--- src/rtl/seq_divider32.sv ---
// Iterative restoring divider, one quotient bit per clock, with start/done handshake.
// Optional signed support is compiled in when SIGNED_DIV_EN is defined.
module seq_divider32 #(
   parameter int WIDTH = 32
) (
   input  logic             clk,
   input  logic             rst,
   input  logic             start,
   input  logic [WIDTH-1:0] dividend,
   input  logic [WIDTH-1:0] divisor,
   input  logic             signedOp,
   output logic             busy,
   output logic             done,
   output logic [WIDTH-1:0] quotient,
   output logic [WIDTH-1:0] remainder,
   output logic             divByZero
);

   localparam int CW = $clog2(WIDTH);
   localparam logic [CW-1:0] LAST = CW'(WIDTH - 1);

   typedef enum logic [1:0] {IDLE, CALC, DONE} stateT;

   stateT            state, nextState;
   logic [CW-1:0]    count;
   logic [WIDTH-1:0] remAcc, qAcc, divReg;
   logic [WIDTH:0]   remShift;
   logic [WIDTH-1:0] trialDiff, remNext, qNext;
   logic             carry, unusedTrialMsb;
   logic [WIDTH-1:0] magDividend, magDivisor, fixQ, fixR;

   always_ff @(posedge clk) begin
      if (!rst) state <= IDLE;
      else      state <= nextState;
   end

   // NOTE: every signal driven here gets a default first, so no path can infer a latch.
   always_comb begin
      nextState = state;
      unique case (state)
         IDLE:    if (start) nextState = (divisor == '0) ? DONE : CALC;
         CALC:    if (count == LAST) nextState = DONE;
         DONE:    nextState = IDLE;
         default: nextState = IDLE;
      endcase
   end

   assign busy = (state == CALC);
   assign done = (state == DONE);

   // The shifted partial remainder can reach WIDTH+1 bits for large divisors; the
   // carry out of remShift + ~divisor + 1 means "no borrow", i.e. the trial fits.
   always_comb begin
      remShift = {remAcc, qAcc[WIDTH-1]};
      {carry, unusedTrialMsb, trialDiff} =
         {1'b0, remShift} + {1'b0, ~{1'b0, divReg}} + (WIDTH + 2)'(1);
      remNext  = carry ? trialDiff : remShift[WIDTH-1:0];
      qNext    = {qAcc[WIDTH-2:0], carry};
   end

`ifdef SIGNED_DIV_EN
   logic negQ, negR;
   logic dividendNeg, divisorNeg;

   assign dividendNeg = signedOp & dividend[WIDTH-1];
   assign divisorNeg  = signedOp & divisor[WIDTH-1];
   assign magDividend = dividendNeg ? -dividend : dividend;
   assign magDivisor  = divisorNeg  ? -divisor  : divisor;
   // Truncation toward zero: remainder follows the dividend's sign.
   assign fixQ        = negQ ? -qNext   : qNext;
   assign fixR        = negR ? -remNext : remNext;

   always_ff @(posedge clk) begin
      if (!rst) begin
         negQ <= 1'b0;
         negR <= 1'b0;
      end else if (state == IDLE && start) begin
         negQ <= dividendNeg ^ divisorNeg;
         negR <= dividendNeg;
      end
   end
`else
   logic unusedSignedOp;

   assign unusedSignedOp = signedOp;
   assign magDividend    = dividend;
   assign magDivisor     = divisor;
   assign fixQ           = qNext;
   assign fixR           = remNext;
`endif

   // NOTE: state registers use non-blocking assignments so every flop samples pre-edge values.
   always_ff @(posedge clk) begin
      if (!rst) begin
         count     <= '0;
         remAcc    <= '0;
         qAcc      <= '0;
         divReg    <= '0;
         quotient  <= '0;
         remainder <= '0;
         divByZero <= 1'b0;
      end else begin
         unique case (state)
            IDLE: begin
               if (start) begin
                  if (divisor == '0) begin
                     quotient  <= '1;
                     remainder <= dividend;
                     divByZero <= 1'b1;
                  end else begin
                     remAcc <= '0;
                     qAcc   <= magDividend;
                     divReg <= magDivisor;
                     count  <= '0;
                  end
               end
            end
            CALC: begin
               remAcc <= remNext;
               qAcc   <= qNext;
               count  <= count + CW'(1);
               if (count == LAST) begin
                  quotient  <= fixQ;
                  remainder <= fixR;
                  divByZero <= 1'b0;
               end
            end
            default: ;
         endcase
      end
   end

endmodule

--- config.mk ---
export PLATFORM = sky130hd
export DESIGN_NAME = seq_divider32
export DESIGN_NICKNAME = d
export VERILOG_FILES = /design/src/rtl/seq_divider32.sv
export SDC_FILE = /design/constraint.sdc
export NUM_CORES = 1
export LEC_CHECK = 0
export ABC_AREA = 1
export BUFFER_PORTS_ARGS = -buffer_cell sky130_fd_sc_hd__clkbuf_2
export CORE_MARGIN = 2
export CORE_UTILIZATION = 46
export DETAILED_ROUTE_END_ITERATION = 10
export PLACE_DENSITY = 0.67
export SYNTH_ARGS = -nofsm -noshare
export SYNTH_HDL_FRONTEND = slang
export SYNTH_SLANG_ARGS = --single-unit
--- constraint.sdc ---
create_clock -name clk -period 4.34 [get_ports clk]
set_clock_uncertainty 0.15 [all_clocks]
set_input_delay 0.434 -clock clk [delete_from_list [all_inputs] [get_ports clk]]
set_output_delay 0.434 -clock clk [all_outputs]
set_load 0.01 [all_outputs]
Word-level counts from Yosys, hierarchy flattened
Index checks and enable logic that the tools add are counted.
Word-level totals
  bits in registers: 168
  output and inout port bits: 67
Operators by class
  $add $sub $neg: 3
  equality and inequality tests: 7
  mux-type cells: 26
  bitwise operators: 2
  reductions and logical operators: 7
Operators with widths (count)
  $mux W32: 11
  $pmux W32 S2: 4
  $add A33 B33 Y34: 1
  $add A34 B1 Y34 const B: 1
  $not A32 Y33: 1
  $logic_not A32 Y1: 1
  $mux W5: 2
  $pmux W5 S2: 1
  $mux W2: 3
  $ne A2 B2 Y1 const B: 3
  $reduce_and A3 Y1: 2
  $add A5 B1 Y5 const B: 1
  $eq A5 B5 Y1 const B: 1
  $pmux W2 S2: 1
  $reduce_and A4 Y1: 1
  $mux W1: 3
  $eq A2 B1 Y1 const B: 1
  $eq A2 B2 Y1 const B: 1
  $logic_not A2 Y1: 1
  $ne A2 B1 Y1 const B: 1
  $pmux W1 S2: 1
  $reduce_and A2 Y1: 1
  $reduce_bool A2 Y1: 1
  $not A1 Y1: 1

Logic depth before layout (Yosys ltp)
  word-level depth: 6
  gate-level depth with buffers: 18

Worst setup path after synthesis
OpenSTA, ideal clock, no wires.
  path type: reg-to-reg
  from: reg qAcc[31]
  to: reg remAcc[28]
  data arrival time: 1.796 ns
  data required time: 4.081 ns
  path slack: 2.285 ns
  cell stages (with the launch flop): 19
  buffers on the path: 0
  period minus slack after synthesis: 2.055 ns
  cells stage by stage: dfxtp_1 inv_1 ha_1 inv_1 fa_1 nand2_1 nand3_1 nand3_1 nand2_1 nand2_1 nand2_1 nand2_1 nand2_1 nand2_1 nand2_1 nand2_2 nand3_1 nand2_1 inv_1
Between the ends
  word-level cells in the longest chain between the ends: 4
Ends and longest elaborated chain
  from (decl): RTL line 26  | logic [WIDTH-1:0] remAcc, qAcc, divReg;
  from (signal assigned): RTL line 112  | qAcc <= magDividend;
  from (signal assigned): RTL line 120  | qAcc <= qNext;
  $add A33 B33 Y34: RTL line 56  | {1'b0, remShift} + {1'b0, ~{1'b0, divReg}} + (WIDTH + 2)'(1);
  $add A34 B1 Y34: RTL line 56
  $mux W32: RTL line 57  | remNext = carry ? trialDiff : remShift[WIDTH-1:0];
  $pmux W32 S2: RTL line 103  | unique case (state)
  to (signal assigned): RTL line 119  | remAcc <= remNext;
  to (decl): RTL line 26
No other way between the ends.
A chain may end at the register's enable or synchronous reset.

Worst setup path after layout
  from: reg count[0]
  to: reg remainder[12]
Between the ends
  word-level cells in the longest chain between the ends: 3
Ends and longest elaborated chain
  from (decl): RTL line 25  | logic [CW-1:0] count;
  from (signal assigned): RTL line 121  | count <= count + CW'(1);
  $eq A5 B5 Y1: RTL line 122  | if (count == LAST) begin
  $ne A2 B1 Y1 (no source line)
  $reduce_and A4 Y1 (no source line)
  to (signal assigned): RTL line 108  | remainder <= dividend;
  to (signal assigned): RTL line 124  | remainder <= fixR;
  to (decl): RTL line 15  | output logic [WIDTH-1:0] remainder,
No other way between the ends.

==> run_results.csv <==
group,metric,value,unit
detailed_routing,ant_nets,0,
global_route,grt-ovfl-total,0,
worst_setup_path,start_kind,"flop",
global_route,grt_usage,0.2569,
cts,clkTransAtPathRegs,70,ps
worst_setup_path,rr_startpoint,"count[0]",
die,die_area,22060,sq um
logic_synthesis,ys_warn_count,0,
global_route,grt_pass1_vias,8920,
worst_hold_path,hp-class,"in -> reg",
finish,drive_gt1_frac,0.1449,
finish,finalInstanceArea,10980,sq um
global_route,grt_first_pass_wirelength,45420,um
cts,cts-root-buf,"clkbuf_16",
placed_design,io_buffers,133,
job,maxCapViolCount,0,
worst_setup_path,crit_path_start,"count[0]",
cts,clock_latency,440,ps
sta,finalSetupTns,0,ps
logic_synthesis,ys_types,36,
die,die_x,148.5,um
sta,setup_viol,0,
die,ios,135,
cts,clk_path_buf_depth,2,
logic_synthesis,syn_nets,1605,
worst_hold_path,min-delay-start,"dividend[31]",
logic_synthesis,async_reset_ff_frac,0,
die,fp.coreArea,20360,sq um
logic_synthesis,ys_ff_latch,168,
detailed_routing,via_count,9611,
sta,fmax,319.9,MHz
worst_setup_path,crit_top_cell,"inv_1",
die,die_y,148.5,um
placed_design,finalWeightedCongestion,0.9227,
cts,clock-sinks,168,
placed_design,dp_cells,1846,
finish,final_cells,1878,
detailed_routing,route.final.wire_length,27810,um
logic_synthesis,synth_cells,1502,
sta,finalCritPeriodShare,0.7202,
cts,h-tree-depth,4,
global_route,grt_antenna_before_repair,0,
die,start_util,0.4718,
placed_design,dpl_cell_area,10390,sq um
logic_synthesis,syn_area,9608,sq um
finish,final_net_count,1698,
detailed_routing,drc,0,
power_and_ir_drop,vdd_ir_drop_max,0.2766,mV
sta,fin_crit,3126,ps
worst_setup_path,required,4530,ps
power_and_ir_drop,p_total,3.731,mW
sta,hold_slack,113.4,ps
logic_synthesis,synth_ff_type,"dfxtp_1",
finish,n_antenna_cell,0,
worst_setup_path,crit_slowest_cell,"dfxtp_1",
power_and_ir_drop,power_density,339.8,nW/um^2
detailed_routing,vias_per_cell,5.118,
placed_design,hpwl,20330,um
sta,slew_headroom,0.2227,
power_and_ir_drop,power.leakage,5.803,nW
sta,finalMaxSlewViolations,0,
detailed_routing,first_pass_iters,5,
sta,worst_slew_pin_slew,1164,ps
cts,postCtsResizedCells,0,
worst_setup_path,max_stage_delay,370,ps
global_route,grt_start_max_net_pins,72,
finish,syn_to_final_growth,14.30,%
die,std_cell_rows,52,
worst_setup_path,crit_chain,"ha_1 -> inv_1 -> nor3_1 -> ha_1 -> inv_1 -> nor2_2 -> inv_2 -> a21oi_4 -> buf_4 -> inv_2 -> a21oi_1 -> nand3_1 -> nand2_1 -> inv_1",
cts,ctsHoldBuffers,0,
cts,numCtsBuffers,17,
detailed_routing,avgRoutedWirePerCell,14.81,um
cts,cts_tree,"done",
worst_setup_path,critPathKind,"reg -> reg",
worst_setup_path,end_kind,"flop",
logic_synthesis,yosysSeqAreaShare,0.3500,
sta,rsz0062_at_grt,"false",
logic_synthesis,synth_edf_count,0,
detailed_routing,drt_iter0_drc,619,
logic_synthesis,avgSynthCellArea,6.397,sq um
cts,post_cts_buffers,0,
sta,finalHoldViolCount,0,
status,outcome,"completed",
worst_setup_path,crit_fanout,34,
worst_setup_path,cp.arrival,3310,ps
[final cells by class]
type | instances | area, sq um
Fill cell | 2086 | 9383
Multi-Input combinational cell | 1039 | 5096
Sequential cell | 168 | 3363
Inverter | 224 | 840.8
Timing Repair Buffer | 145 | 755.7
Clock buffer | 18 | 439.2
Tap cell | 270 | 337.8
Clock inverter | 14 | 148.9
[synthesized netlist by cell type (5+ instances only)]
cell type	n	share of area
xor2_1	15	0.014
inv_2	6	0.0023
nand2_2	34	0.022
nor3_1	8	0.0042
inv_1	218	0.085
buf_4	5	0.0039
a21oi_1	88	0.046
o22ai_1	26	0.017
nand3_1	97	0.051
nand4_1	40	0.026
nor2_1	158	0.062
buf_2	14	0.0073
o21ai_0	69	0.036
clkbuf_1	48	0.019
nand2_1	406	0.16
a31oi_1	33	0.021
dfxtp_1	168	0.35
ha_1	34	0.044
[cells by family (layout without fill, tap and decap cells)]
kind of cell | count (synthesis) | count (layout) | share of synthesized area
flops | 168 | 168 | 0.3500
xor+xnor | 15 | 15 | 0.01367
buf+inv | 295 | 401 | 0.1214
fa+ha+maj | 35 | 35 | 0.04636
simple gates | 756 | 756 | 0.3329
compound gates | 233 | 233 | 0.1357
[worst max-delay path, delay by kind of cell, from the launching register on]
| kind | cells | cell delay (ps) |
|---|---|---|
| buffers and inverters | 6 | 1060 |
| flip-flops | 1 | 370 |
| AND/OR/NAND/NOR | 4 | 560 |
| AO/OA/AOI/OAI | 2 | 490 |
| adder cells (fa/ha/maj) | 2 | 350 |
[stage by stage]
step | worst slack [ps] | util
final | 1214 | 0.5393
after global routing | 980.9 | 0.5393
after CTS | 1221 | 0.5393
after detailed placement | 1242 | 0.5104
after global placement | 1256 | 0.5104
after floorplan | 2285 | -
[metal layers]
layer	track usage	wire, um
met1	0.3422	12630
met5	0	0
met2	0.4271	12990
met3	0.03650	1401
met4	0.08952	786
[cell usage in the layout (no fill, tap or decap), types with 2 or more instances in the layout]
master,n
a21oi_4,2
clkbuf_2,132
o21ai_1,2
nor2_2,3
o221a_2,4
nand2_1,406
clkinv_4,3
xor2_1,15
nand3b_1,2
nor2_4,2
inv_2,6
nor2_1,158
a31oi_1,33
nand3_1,96
o21a_1,2
inv_8,5
or2_2,2
o22ai_1,26
inv_6,3
nand2_2,34
nor3_1,8
dfxtp_1,168
ha_1,34
nor4_1,2
o21bai_1,4
nand3_2,2
clkbuf_16,17
o21ai_0,69
clkinv_8,2
nand4_1,40
a21oi_1,88
inv_1,218
buf_4,12
[path summary, 6_finish.rpt]
| path | slack, ps | to | cells past startpoint |
|---|---|---|---|
| setup / recovery | 1210 | remainder[12] | 14 |
| hold / removal | 110 | qAcc[31] | 3 |
| setup reg to reg | 1210 | remainder[12] | 14 |
| hold reg to reg | 310 | divReg[0] | 2 |
[registers in the layout, indices dropped and copies added, names as in the netlist]
register,cells
divReg,32
qAcc,32
quotient,32
remAcc,32
remainder,32
count,5
state,2
divByZero,1
[report_power, final]
part / internal (mW) / leakage (nW) / total (mW) / switching, mW
combinational: 0.168 / 4.15 / 0.572 / 0.403
clock: 0.785 / 0.287 / 1.53 / 0.745
sequential: 1.60 / 1.37 / 1.63 / 0.0319
Power figures use the tool's default switching activity.
